File: config.mk
export PLATFORM = sky130hd
export DESIGN_NAME = pe_wei_loader_flat
export DESIGN_NICKNAME = d
export VERILOG_FILES = /design/src/rtl/pe_wei_loader_if.sv /design/src/rtl/pe_wei_loader.sv /design/src/flat_wrapper.sv
export SDC_FILE = /design/constraint.sdc
export NUM_CORES = 1
export LEC_CHECK = 0
export CORE_MARGIN = 1
export CORE_UTILIZATION = 43
export DETAILED_ROUTE_END_ITERATION = 6
export PLACE_DENSITY = 0.95
export RECOVER_POWER = 25
export SKIP_LAST_GASP = 1
export SLEW_MARGIN = 20
export SYNTH_ARGS = -nofsm -noshare
export SYNTH_HDL_FRONTEND = slang
export SYNTH_SLANG_ARGS = --single-unit
File: constraint.sdc
create_clock -name clk -period 5.85 [get_ports clk]
set_clock_uncertainty 0.2 [all_clocks]
set_input_delay 1.4625 -clock clk [delete_from_list [all_inputs] [get_ports clk]]
set_output_delay 1.4625 -clock clk [all_outputs]
set_load 0.1 [all_outputs]
File: src/rtl/pe_wei_loader_if.sv
`default_nettype none
// ============================================================================
// Module      : pe_wei_loader_if
// Description : Bundles the upstream weight stream (valid/ready) and the
//               per-PE FIFO write port (push/push_id/data_in/full).
//               The master side is the loader; the slave side is the
//               environment (global weight buffer plus multi-read FIFO).
// Revision    : 1.0 - initial release
// ============================================================================
interface pe_wei_loader_if #(
    parameter int DATA_WIDTH = 64,
    parameter int RD_NUM     = 27,
    parameter int ID_WIDTH   = $clog2(RD_NUM)
);
    // Upstream stream from the global weight buffer
    logic                  in_valid;
    logic [DATA_WIDTH-1:0] in_data;
    logic                  in_ready;

    // Downstream per-PE FIFO write port
    logic [RD_NUM-1:0]     full;
    logic                  push;
    logic [ID_WIDTH-1:0]   push_id;
    logic [DATA_WIDTH-1:0] data_in;

    modport master (
        input  in_valid, in_data, full,
        output in_ready, push, push_id, data_in
    );

    modport slave (
        output in_valid, in_data, full,
        input  in_ready, push, push_id, data_in
    );
endinterface
`default_nettype wire

File: src/rtl/pe_wei_loader.sv
`default_nettype none
// ============================================================================
// Module      : pe_wei_loader
// Description : Steers an ordered stream of weight words into per-PE queues.
//               Each round gives every active id a block of contiguous
//               words; the pattern repeats for the configured round count.
//               Stalls (never skips) while the current target id is full.
// Revision    : 1.0 - initial release
// ============================================================================
module pe_wei_loader #(
    parameter int DATA_WIDTH  = 64,
    parameter int RD_NUM      = 27,
    parameter int ID_WIDTH    = $clog2(RD_NUM),
    parameter int WORD_WIDTH  = 8,
    parameter int ROUND_WIDTH = 8
) (
    input  wire logic                   clk,
    input  wire logic                   rst_n,
    input  wire logic                   Reset,
    input  wire logic                   start,
    input  wire logic [ID_WIDTH:0]      cfg_num_id,
    input  wire logic [WORD_WIDTH-1:0]  cfg_words,
    input  wire logic [ROUND_WIDTH-1:0] cfg_rounds,
    output logic                        busy,
    output logic                        done,
    pe_wei_loader_if.master             bus
);

    typedef enum logic [1:0] {
        S_IDLE = 2'd0,
        S_LOAD = 2'd1,
        S_DONE = 2'd2
    } state_t;

    localparam logic [ID_WIDTH:0] c_rd_num = (ID_WIDTH+1)'(RD_NUM);

    state_t                 r_state;
    state_t                 w_state_nxt;

    logic [ID_WIDTH-1:0]    r_id_cnt;
    logic [WORD_WIDTH-1:0]  r_word_cnt;
    logic [ROUND_WIDTH-1:0] r_round_cnt;

    logic [ID_WIDTH:0]      r_num_id;
    logic [WORD_WIDTH-1:0]  r_words;
    logic [ROUND_WIDTH-1:0] r_rounds;

    logic [ID_WIDTH:0]      w_num_id_clamped;
    logic                   w_cfg_zero;
    logic                   w_in_ready;
    logic                   w_accept;
    logic                   w_last_word;
    logic                   w_last_id;
    logic                   w_last_round;

    // Ids beyond the physical port count would address non-existent queues
    assign w_num_id_clamped = (cfg_num_id > c_rd_num) ? c_rd_num : cfg_num_id;
    assign w_cfg_zero       = (cfg_num_id == '0) || (cfg_words == '0) || (cfg_rounds == '0);

    // Full is looked at in the same cycle; the FIFO raises it before the next push
    assign w_in_ready   = (r_state == S_LOAD) && !bus.full[r_id_cnt];
    assign w_accept     = bus.in_valid && w_in_ready;

    assign w_last_word  = (r_word_cnt  == r_words  - WORD_WIDTH'(1));
    assign w_last_id    = ({1'b0, r_id_cnt} == r_num_id - (ID_WIDTH+1)'(1));
    assign w_last_round = (r_round_cnt == r_rounds - ROUND_WIDTH'(1));

    assign bus.in_ready = w_in_ready;
    assign bus.push     = w_accept;
    assign bus.push_id  = r_id_cnt;
    assign bus.data_in  = bus.in_data;

    // State register; the synchronous clear overrides any pending start
    always_ff @(posedge clk or negedge rst_n) begin
        if (!rst_n) begin
            r_state <= S_IDLE;
        end else if (Reset) begin
            r_state <= S_IDLE;
        end else begin
            r_state <= w_state_nxt;
        end
    end

    // Next-state decode and status outputs
    always_comb begin
        w_state_nxt = r_state;
        busy        = 1'b0;
        done        = 1'b0;
        case (r_state)
            S_IDLE: begin
                if (start) begin
                    w_state_nxt = w_cfg_zero ? S_DONE : S_LOAD;
                end
            end
            S_LOAD: begin
                busy = 1'b1;
                if (w_accept && w_last_word && w_last_id && w_last_round) begin
                    w_state_nxt = S_DONE;
                end
            end
            S_DONE: begin
                done        = 1'b1;
                w_state_nxt = S_IDLE;
            end
            default: begin
                w_state_nxt = S_IDLE;
            end
        endcase
    end

    // Config latch and word/id/round position counters
    always_ff @(posedge clk or negedge rst_n) begin
        if (!rst_n) begin
            r_id_cnt    <= '0;
            r_word_cnt  <= '0;
            r_round_cnt <= '0;
            r_num_id    <= '0;
            r_words     <= '0;
            r_rounds    <= '0;
        end else if (Reset) begin
            r_id_cnt    <= '0;
            r_word_cnt  <= '0;
            r_round_cnt <= '0;
            r_num_id    <= '0;
            r_words     <= '0;
            r_rounds    <= '0;
        end else if (r_state == S_IDLE) begin
            r_id_cnt    <= '0;
            r_word_cnt  <= '0;
            r_round_cnt <= '0;
            if (start) begin
                r_num_id <= w_num_id_clamped;
                r_words  <= cfg_words;
                r_rounds <= cfg_rounds;
            end
        end else if (w_accept) begin
            if (w_last_word) begin
                r_word_cnt <= '0;
                if (w_last_id) begin
                    r_id_cnt    <= '0;
                    r_round_cnt <= w_last_round ? '0 : r_round_cnt + ROUND_WIDTH'(1);
                end else begin
                    r_id_cnt <= r_id_cnt + ID_WIDTH'(1);
                end
            end else begin
                r_word_cnt <= r_word_cnt + WORD_WIDTH'(1);
            end
        end
    end

endmodule
`default_nettype wire

File: src/flat_wrapper.sv
// flat-port wrapper written by rule: the top's interface ports become plain ports
module pe_wei_loader_flat 
#(
    parameter int DATA_WIDTH  = 64,
    parameter int RD_NUM      = 27,
    parameter int ID_WIDTH    = $clog2(RD_NUM),
    parameter int WORD_WIDTH  = 8,
    parameter int ROUND_WIDTH = 8
)
  (clk, rst_n, Reset, start, cfg_num_id, cfg_words, cfg_rounds, busy, done, bus_in_valid, bus_in_data, bus_full, bus_in_ready, bus_push, bus_push_id, bus_data_in);
  pe_wei_loader_if #(.DATA_WIDTH(DATA_WIDTH), .RD_NUM(RD_NUM), .ID_WIDTH(ID_WIDTH)) bus_i ();
  input  wire logic clk;
  input  wire logic rst_n;
  input  wire logic Reset;
  input  wire logic start;
  input  wire logic [ID_WIDTH:0] cfg_num_id;
  input  wire logic [WORD_WIDTH-1:0] cfg_words;
  input  wire logic [ROUND_WIDTH-1:0] cfg_rounds;
  output logic busy;
  output logic done;
  input wire logic [$bits(bus_i.in_valid)-1:0] bus_in_valid;
  input wire logic [$bits(bus_i.in_data)-1:0] bus_in_data;
  input wire logic [$bits(bus_i.full)-1:0] bus_full;
  output wire logic [$bits(bus_i.in_ready)-1:0] bus_in_ready;
  output wire logic [$bits(bus_i.push)-1:0] bus_push;
  output wire logic [$bits(bus_i.push_id)-1:0] bus_push_id;
  output wire logic [$bits(bus_i.data_in)-1:0] bus_data_in;
  assign bus_i.in_valid = bus_in_valid;
  assign bus_i.in_data = bus_in_data;
  assign bus_i.full = bus_full;
  assign bus_in_ready = bus_i.in_ready;
  assign bus_push = bus_i.push;
  assign bus_push_id = bus_i.push_id;
  assign bus_data_in = bus_i.data_in;
  pe_wei_loader #(.DATA_WIDTH(DATA_WIDTH), .RD_NUM(RD_NUM), .ID_WIDTH(ID_WIDTH), .WORD_WIDTH(WORD_WIDTH), .ROUND_WIDTH(ROUND_WIDTH)) u_core (.clk(clk), .rst_n(rst_n), .Reset(Reset), .start(start), .cfg_num_id(cfg_num_id), .cfg_words(cfg_words), .cfg_rounds(cfg_rounds), .busy(busy), .done(done), .bus(bus_i));
endmodule
==> metrics.yaml <==
power_and_ir_drop:
  pwr-share-clk: 0.253
  p_seq_frac: 0.409
  power_switching_uw: 303
  p_comb_frac: 0.338
  power.leakage_nw: 1.49
  p_int_uw: 594
  power.density_nw_per_um2: 236
  vdd_drop_max_mv: 0.166
  swShare: 0.338
route:
  via_per_inst: 5.92
  drtIter0Drc: 247
  drc: 0
  finalWirelength_um: 8460
  drt_first_pass_iters: 4
  antenna_left: 0
  detailroute.via_count: 2841
  wl_per_cell_um: 17.6
clock_network:
  ctsHoldBuffers: 0
  cts.clk_slew.worst_paths_ns: 0.08
  cts.sinks: 45
  postCtsSetupBuffers: 0
  cts_max_path_buffers: 2
  clk_latency_ns: 0.30
  numCtsBuffers: 5
  cts-resized-gates: 0
  cts_root_buf: "clkbuf_8"
  cts_tree: "done"
  htreeDepth: 2
sta:
  setup_viol: 0
  fin_tns_setup_ns: 0
  rsz0062_at_grt: "no"
  period_needed_ns: 5.22
  fin_crit_sh: 0.892
  clock.fmax_mhz: 192
  hold_viol: 0
  drv_slew: 46
  relSlewSlack: -0.606
  tightest_slew_ns: 2.41
layout:
  final_core_util: 0.490
  nFillCells: 710
  seqCellArea_um2: 1130
  syn_to_final_growth_pct: 9.99
  nets: 502
  diodes: 0
  drive_gt1_frac: 0.0688
  multi_input_area_um2: 1750
  layoutNonFillerInstCount: 480
  layout_common_cells: "59 x clkdlybuf4s50_1, 45 x dfrtp_1, 22 x nand2_1"
  final_common_cell: "clkdlybuf4s50_1"
floorplanning:
  dieArea_um2: 8400
  die_width_um: 91.7
  boundaryPins: 191
  core-area_um2: 7770
  die_y_um: 91.7
  rows: 32
  initial_core_util: 0.445
place:
  dp_cells: 473
  hpwl_um: 6440
  port_buffers: 62
  gp_congestion: 0.801
logic_synthesis:
  synthFlopType: "dfrtp_1"
  synth.area.top_cells: "dfrtp_1 33%, buf_4 14%, xnor2_1 4.6%"
  netlist_instances: 385
  synthArstFlopShare: 1.00
  synth_nets: 509
  synthDistinctLibCells: 54
  netlist_area_um2: 3460
  seq_area_frac_synth: 0.326
  synth_area_per_cell_um2: 8.98
  yosysTopAreaCell: "dfrtp_1"
  ys_ff_latch: 45
  ys_warn_count: 0
  synth_edf_count: 0
  yosysTopAreaCellShare: 0.326
worst_hold_path:
  hold_class: "flip-flop to flip-flop"
  hold_depth: 1
outcome:
  status: "finished with violations"
  violations: "capacitance limit, slew limit"
grt:
  grt_max_degree: 46
  gr-total-overflow: 0
  grt_util_all_layers: 0.203
  grt_antenna_before_repair: 0
  first_global_vias: 2898
  grt_pass1_wl_um: 13700
setup_path:
  arrival_ns: 3.56
  r2r_cells: 8
  path_class: "primary input to output port"
  worstPathRequired_ns: 4.19
  crit_path_max_fanout: 2
  crit_path_start_kind: "primary input"
  crit_path_end_kind: "output port"
flow_run:
  drv_cap: 1
-- through the flow --
step	setup slack, ns	instance area, µm²	hold WS, ns	power, mW
after global routing	0.580	3800	0.379	0.945
after global placement	0.688	3700	0.297	0.653
final	0.629	3800	0.338	0.897
after floorplan	0.143	3460	0.262	0.774
after detailed placement	0.624	3700	0.319	0.672
after CTS	0.621	3800	0.338	0.897
-- final timing paths --
kind                                             from                     to  slack, ns
worst max-delay path                     bus_full[11]           bus_in_ready       0.63
worst min-delay path               u_core.r_rounds[7]     u_core.r_rounds[7]       0.34
worst max register to register  u_core.bus.push_id[0]      u_core.r_state[1]       2.17
worst min register to register     u_core.r_rounds[7]     u_core.r_rounds[7]       0.34
max in group asynchronous                       rst_n  u_core.r_round_cnt[2]       2.39
min in group asynchronous                       rst_n   u_core.r_word_cnt[6]       1.69
-- worst max-delay path, cell delays in order --
cell and delay (ns):
clkdlybuf4s50_1 0.41, mux4_1 0.51, mux2_2 0.28, a221o_1 0.39
a21oi_1 0.28, buf_12 0.21
-- cell families (layout without fill, tap and decap cells) --
logic type | Yosys count | after routing | synth area share
AOI/OAI and AO/OA | 75 | 75 | 0.148
xor gates and xnor gates | 29 | 29 | 0.0735
adders and majority gates | 6 | 6 | 0.0217
buffers and inverters | 91 | 84 | 0.170
DFF | 45 | 45 | 0.326
muxes | 11 | 11 | 0.0521
and+or+nand+nor | 128 | 128 | 0.209
-- sequential cells by signal, indices dropped and copies added, names as in the netlist --
| register | count |
|---|---|
| u_core.r_round_cnt | 8 |
| u_core.bus.push_id | 5 |
| u_core.r_words | 8 |
| u_core.r_state | 2 |
| u_core.r_word_cnt | 8 |
| u_core.r_num_id | 6 |
| u_core.r_rounds | 8 |
-- power groups by stage --
| stage | clock network (mW) | logic, mW | registers [mW] |
|---|---|---|---|
| floorplan | 0 | 0.412 | 0.362 |
| global placement | 0 | 0.285 | 0.368 |
| detailed placement | 0 | 0.301 | 0.372 |
| CTS | 0.228 | 0.304 | 0.366 |
| global route | 0.245 | 0.329 | 0.371 |
| finish | 0.227 | 0.303 | 0.367 |
-- layer usage --
metal	part of all wire	wire [µm]	global-route usage
met1	0.37	3160	0.219
met2	0.53	4450	0.382
met3	0.078	659	0.0489
met4	0.022	186	0.0741
met5	0	0	0
-- cell usage after synthesis, types with 2 or more instances --
| master | count |
|---|---|
| buf_4 | 64 |
| dfrtp_1 | 45 |
| nand2_1 | 22 |
| nor2_1 | 21 |
| a21oi_1 | 19 |
| xnor2_1 | 18 |
| a22o_1 | 17 |
| nand3_1 | 17 |
| o21ai_0 | 16 |
| inv_1 | 13 |
| xor2_1 | 11 |
| clkbuf_1 | 9 |
| nor2b_1 | 8 |
| nand4_1 | 7 |
| ha_1 | 6 |
| nand4b_1 | 6 |
| and2_1 | 5 |
| nand3b_1 | 5 |
| nor4_1 | 5 |
| a31oi_1 | 4 |
| buf_2 | 4 |
| mux4_2 | 4 |
| nand2b_1 | 4 |
| nor3b_1 | 4 |
| or3_1 | 4 |
| mux2_2 | 3 |
| mux2i_1 | 3 |
| nor3_1 | 3 |
| o31ai_1 | 3 |
| or2_2 | 3 |
| or4_1 | 3 |
| a221o_1 | 2 |
| and3_1 | 2 |
| and3b_1 | 2 |
| and4_1 | 2 |
| o21a_1 | 2 |
| o311ai_0 | 2 |
-- area by class of cell --
type | count | share of cell area
multi-input cells | 249 | 0.459
clock inverters | 2 | 0.00921
repair buffers | 64 | 0.171
inverters | 13 | 0.0128
well taps | 102 | 0.0336
clock buffers | 5 | 0.0181
flip-flops and latches | 45 | 0.296
Note: power is estimated with default switching activity, not from simulation.
